File: src/rtl/load_store_unit.sv
// Multi-cycle load/store unit: turns a datapath memory request into a valid/ready
// word-bus transaction with byte/halfword/word lanes, misalignment and timeout errors.
module load_store_unit #(
   parameter int unsigned TIMEOUT = 255
) (
   input  logic        i_clk,
   input  logic        i_reset,
   input  logic        i_req,
   input  logic        i_we,
   input  logic [1:0]  i_size,
   input  logic        i_ld_unsigned,
   input  logic [31:0] i_addr,
   input  logic [31:0] i_wdata,
   output logic [31:0] o_rdata,
   output logic        o_done,
   output logic        o_stall,
   output logic        o_misalign,
   output logic        o_timeout,
   output logic        o_bus_valid,
   output logic        o_bus_we,
   output logic [31:0] o_bus_addr,
   output logic [31:0] o_bus_wdata,
   output logic [3:0]  o_bus_be,
   input  logic        i_bus_ready,
   input  logic [31:0] i_bus_rdata
);

   typedef enum logic [1:0] {
      S_IDLE,
      S_BUSY,
      S_DONE,
      S_ERR
   } state_t;

   localparam logic [15:0] CNT_LAST = 16'(TIMEOUT - 1);

   state_t      r_state;
   logic [15:0] r_cnt;
   logic [1:0]  r_size;
   logic [1:0]  r_off;
   logic        r_uns;
   logic [31:0] r_rdata;
   logic        r_done;
   logic        r_misalign;
   logic        r_timeout;
   logic        r_bus_valid;
   logic        r_bus_we;
   logic [31:0] r_bus_addr;
   logic [31:0] r_bus_wdata;
   logic [3:0]  r_bus_be;

   logic        w_misalign;
   logic [3:0]  w_be;
   logic [31:0] w_bwdata;
   logic [31:0] w_shift;
   logic [31:0] w_load;

   assign w_misalign = (i_size == 2'b11) ||
                       (i_size == 2'b01 && i_addr[0]) ||
                       (i_size == 2'b10 && i_addr[1:0] != 2'b00);

   always_comb begin
      w_be     = 4'b1111;
      w_bwdata = i_wdata;
      case (i_size)
         2'b00: begin
            w_be     = 4'b0001 << i_addr[1:0];
            w_bwdata = {4{i_wdata[7:0]}};
         end
         2'b01: begin
            w_be     = 4'b0011 << i_addr[1:0];
            w_bwdata = {2{i_wdata[15:0]}};
         end
         default: begin
            w_be     = 4'b1111;
            w_bwdata = i_wdata;
         end
      endcase
   end

   // Extraction uses the registered offset/size, not the live request inputs.
   assign w_shift = i_bus_rdata >> {r_off, 3'b000};

   always_comb begin
      w_load = w_shift;
      case (r_size)
         2'b00:   w_load = r_uns ? {24'h000000, w_shift[7:0]}
                                 : {{24{w_shift[7]}}, w_shift[7:0]};
         2'b01:   w_load = r_uns ? {16'h0000, w_shift[15:0]}
                                 : {{16{w_shift[15]}}, w_shift[15:0]};
         default: w_load = w_shift;
      endcase
   end

   always_ff @(posedge i_clk or negedge i_reset) begin
      if (!i_reset) begin
         r_state     <= S_IDLE;
         r_cnt       <= '0;
         r_size      <= '0;
         r_off       <= '0;
         r_uns       <= 1'b0;
         r_rdata     <= '0;
         r_done      <= 1'b0;
         r_misalign  <= 1'b0;
         r_timeout   <= 1'b0;
         r_bus_valid <= 1'b0;
         r_bus_we    <= 1'b0;
         r_bus_addr  <= '0;
         r_bus_wdata <= '0;
         r_bus_be    <= '0;
      end else begin
         r_done     <= 1'b0;
         r_misalign <= 1'b0;
         r_timeout  <= 1'b0;
         case (r_state)
            S_IDLE: begin
               if (i_req) begin
                  r_size <= i_size;
                  r_off  <= i_addr[1:0];
                  r_uns  <= i_ld_unsigned;
                  r_cnt  <= '0;
                  if (w_misalign) begin
                     r_state    <= S_ERR;
                     r_done     <= 1'b1;
                     r_misalign <= 1'b1;
                     r_rdata    <= '0;
                  end else begin
                     r_state     <= S_BUSY;
                     r_bus_valid <= 1'b1;
                     r_bus_we    <= i_we;
                     r_bus_addr  <= {i_addr[31:2], 2'b00};
                     r_bus_wdata <= w_bwdata;
                     r_bus_be    <= w_be;
                  end
               end
            end
            S_BUSY: begin
               if (i_bus_ready) begin
                  r_state     <= S_DONE;
                  r_done      <= 1'b1;
                  r_bus_valid <= 1'b0;
                  if (!r_bus_we) begin
                     r_rdata <= w_load;
                  end
               end else if (r_cnt == CNT_LAST) begin
                  // This is the TIMEOUT-th BUSY cycle without a response.
                  r_state     <= S_ERR;
                  r_done      <= 1'b1;
                  r_timeout   <= 1'b1;
                  r_rdata     <= '0;
                  r_bus_valid <= 1'b0;
               end else begin
                  r_cnt <= r_cnt + 16'd1;
               end
            end
            S_DONE: begin
               r_state <= S_IDLE;
            end
            S_ERR: begin
               r_state <= S_IDLE;
               r_cnt   <= '0;
            end
            default: begin
               r_state <= S_IDLE;
            end
         endcase
      end
   end

   assign o_rdata     = r_rdata;
   assign o_done      = r_done;
   assign o_stall     = i_req & ~r_done;
   assign o_misalign  = r_misalign;
   assign o_timeout   = r_timeout;
   assign o_bus_valid = r_bus_valid;
   assign o_bus_we    = r_bus_we;
   assign o_bus_addr  = r_bus_addr;
   assign o_bus_wdata = r_bus_wdata;
   assign o_bus_be    = r_bus_be;

endmodule

File: config.mk
export PLATFORM = sky130hd
export DESIGN_NAME = load_store_unit
export DESIGN_NICKNAME = d
export VERILOG_FILES = /design/src/rtl/load_store_unit.sv
export SDC_FILE = /design/constraint.sdc
export NUM_CORES = 1
export LEC_CHECK = 0
export ABC_AREA = 1
export CAP_MARGIN = 20
export CORE_ASPECT_RATIO = 2
export CORE_UTILIZATION = 40
export CTS_BUF_LIST = sky130_fd_sc_hd__clkbuf_8
export CTS_CLUSTER_DIAMETER = 200
export CTS_CLUSTER_SIZE = 40
export DETAILED_ROUTE_END_ITERATION = 12
export PLACE_DENSITY = 0.74
export SYNTH_ARGS = -nofsm -noshare
export SYNTH_HDL_FRONTEND = slang
export SYNTH_SLANG_ARGS = --single-unit
export TNS_END_PERCENT = 10
File: constraint.sdc
create_clock -name i_clk -period 1.75 [get_ports i_clk]
set_input_delay 0.525 -clock i_clk [delete_from_list [all_inputs] [get_ports i_clk]]
set_output_delay 0.525 -clock i_clk [all_outputs]
set_load 0.005 [all_outputs]
==> qor.yml <==
outcome:
  outcome: "finished clean"
global_route:
  grt-ovfl-total: 0
  grt_util_all_layers: 0.252
  antenna_found_initial: 0
  grt_busiest_layer: "met2"
  first_global_vias: 6702
  grt_use_met3: 0.0527
  met2_usage: 0.460
  grt_pass1_wl_um: 32300
  grt_start_max_net_pins: 35
  grt_use_met1: 0.256
sta:
  hold_viol: 0
  finalSetupTns_ns: 0
  layout_min_cycle_time_ns: 1.74
  fin_crit_sh: 0.995
  fin_ws_ns: 0.00873
  drv_slew: 0
  max_clock_freq_ghz: 0.574
  rsz0062_at_grt: "true"
  setup_viol: 0
  finalClockSkew_ns: 0.0135
critical_path:
  path_class: "in -> reg"
  crit_buf_inv: 4
  cpLargestDelayFamily: "buffers and inverters"
  crit_path_top_delay_cell: "clkdlybuf4s50_1"
  crit_chain: "clkdlybuf4s50_1 -> inv_1 -> nor2_1 -> inv_1 -> buf_12 -> a211oi_1 -> nand2_1 -> nand2_1"
  path_max_fanout: 24
  end_kind: "flop"
  required_ns: 2.13
  cp.arrival_ns: 2.13
  slowest_delay_ns: 0.51
  critPathLaunchType: "input port"
clocking:
  path_clk_slew_ns: 0.07
  cts-root-buf: "clkbuf_8"
  numCtsBuffers: 17
  cts_tree: "yes"
  clock_path_buffers: 2
  clock_latency_ns: 0.44
  cts_max_level: 4
  cts.sinks: 126
synthesis:
  synthTopCellsByArea: "dfrtp_1 (50%), nand2_1 (22%), o21ai_0 (5.0%), nand3_1 (4.7%), a21oi_1 (3.5%)"
  syn_inst: 855
  avgSynthCellArea_um2: 7.43
  netlist.top_cell.by_area: "dfrtp_1"
  ys_seq_area_frac: 0.496
  syn_area_mm2: 0.00636
  synth_cell_type_count: 33
  ys_ff_latch: 126
  synth.top_cell.area_share: 0.496
  ys.warnings.count: 0
layout:
  layout.nets: 1224
  finalNonFillerCells: 1326
  fill_cells: 1420
  post-route-cell-area_mm2: 0.00963
  antennaDiodeCount: 0
  area_growth_pct: 51.6
  final_layout_size_suffix_gt1_frac: 0.128
floorplan:
  die_area_mm2: 0.0164
  io_pins: 210
  die_y_um: 180
  rows: 64
  die_x_um: 91.1
  core_area_mm2: 0.0154
  start_util: 0.413
placement:
  hpwl_um: 14900
  dp_worst_setup_slack_ns: -0.442
  postPlaceCellArea_mm2: 0.00916
  dp_cells: 1290
  gp_congestion: 0.886
  numPortBuffers: 207
route:
  num_vias: 6646
  drcViolationCount: 0
  first_pass_iters: 5
  wire_per_inst_um: 15.2
  drt_iter0_markers: 273
  viasPerCell: 5.01
  final_antenna_net_count: 0
  wl_um: 20100
hold_path:
  holdCritPathClass: "reg -> reg"
power:
  leakagePower_uw: 0.00507
  vdd_drop_max_v: 0.000791
  power_uw: 13900
  power.density_mw_per_mm2: 1440
job:
  maxCapViolCount: 0
==> metrics by stage <==
| step | hold slack (ns) | utilization |
|---|---|---|
| 6_report | 0.468 | 0.627 |
| 5_1_grt | 0.485 | 0.627 |
| 4_1_cts | 0.474 | 0.616 |
| 3_5_place_dp | 0.460 | 0.596 |
| 3_3_place_gp | 0.454 | 0.596 |
| 2_1_floorplan | 0.229 | - |
==> routing by layer <==
metal / wire length, um / up-vias
li1: - / 3250
met1: 7100 / 3048
met2: 10600 / 269
met3: 1090 / 79
met4: 1290 / 0
met5: 0 / -
==> cell families after synthesis <==
group           synth area share
buf+inv                   0.0671
flops                      0.496
fa+ha+maj                0.00394
xor+xnor                 0.00965
simple gates               0.317
compound gates             0.106
other cells             0.000590
==> sequential cells by signal, summed over array words and instances (netlist names) <==
register	cells
r_cnt	16
r_state	2
o_bus_be	4
o_bus_we	1
o_rdata	32
r_uns	1
o_bus_valid	1
r_off	2
o_timeout	1
o_misalign	1
r_size	2
o_bus_addr	30
o_bus_wdata	32
o_done	1
==> final timing paths <==
| kind | endpoint | startpoint | depth (start not counted) | slack (ns) |
|---|---|---|---|---|
| worst max-delay path | o_rdata[6] | i_bus_ready | 8 | 0.009 |
| min in group asynchronous | o_rdata[9] | i_reset | 2 | 0.53 |
| worst max register to register | r_cnt[10] | r_cnt[0] | 9 | 0.04 |
| worst min register to register | o_rdata[13] | o_rdata[13] | 2 | 0.47 |
| max in group asynchronous | o_bus_wdata[31] | i_reset | 3 | 0.66 |
| worst min-delay path | o_rdata[13] | o_rdata[13] | 2 | 0.47 |
==> what timing repair did <==
action	4_1_cts	5_1_grt
hold buffers	1	0
setup endpoints to repair	104	85
buffers inserted	1	3
pin swaps	0	11
resized for setup	105	25
cloned	0	2
hold endpoints to repair	19	0
==> cell usage after synthesis (all sizes together) <==
library cell and number:
a211oi 7, a21oi 44, a2bb2oi 3, buf 31
clkbuf 15, clkinv 3, conb 1, dfrtp 126
ha 2, inv 46, nand2 378, nand3 62
nand4 6, nor2 47, nor3 3, nor4 1
o21a 3, o21ai 68, o21bai 1, or2 1
xnor2 2, xor2 5
==> cell usage in the layout (no fill, tap or decap), types with 2 or more instances in the layout <==
cell type        instances
o21ai_0                 64
a211oi_1                 7
nor2_2                   7
dlymetal6s2s_1           2
nor2_4                   2
clkbuf_16                2
clkbuf_8                21
clkinv_2                 3
nor2_1                  38
bufinv_16                4
a21oi_1                 44
clkinv_1                 3
inv_1                   42
nand3_2                  6
nand2_1                368
clkdlybuf4s50_1         99
a2bb2oi_1                3
o21a_1                   3
nand3_1                 55
nor3_1                   3
nand2_4                  2
dfrtp_1                126
nand4_1                  6
o21ai_1                  3
xor2_1                   5
nand2_2                  8
buf_12                  13
buf_4                   66
xnor2_1                  2
conb_1                   2
dlygate4sd2_1          104
inv_2                    5
==> layout make-up <==
cell class / count / area [um^2] / share of cell area
well taps: 198 / 248 / 0.0257
repair buffers: 289 / 2760 / 0.287
inverters: 49 / 184 / 0.0191
flip-flops and latches: 126 / 3150 / 0.327
clock buffers: 21 / 289 / 0.0300
clock inverters: 8 / 139 / 0.0144
multi-input cells: 635 / 2860 / 0.297
==> power breakdown <==
part | internal (uW) | switching, uW
Sequential | 4000 | 593
Combinational | 3030 | 3460
Clock | 1670 | 1130
Total | 8700 | 5180
==> worst register-to-register path, stage by stage, from the launching register on <==
cell,delay (ns)
dfrtp_1,0.39
buf_4,0.14
ha_1,0.18
inv_1,0.06
nor2_2,0.16
buf_4,0.16
nand2_1,0.09
o21ai_0,0.16
nand3_1,0.08
o21ai_0,0.20
(Power assumes the default switching activity.)
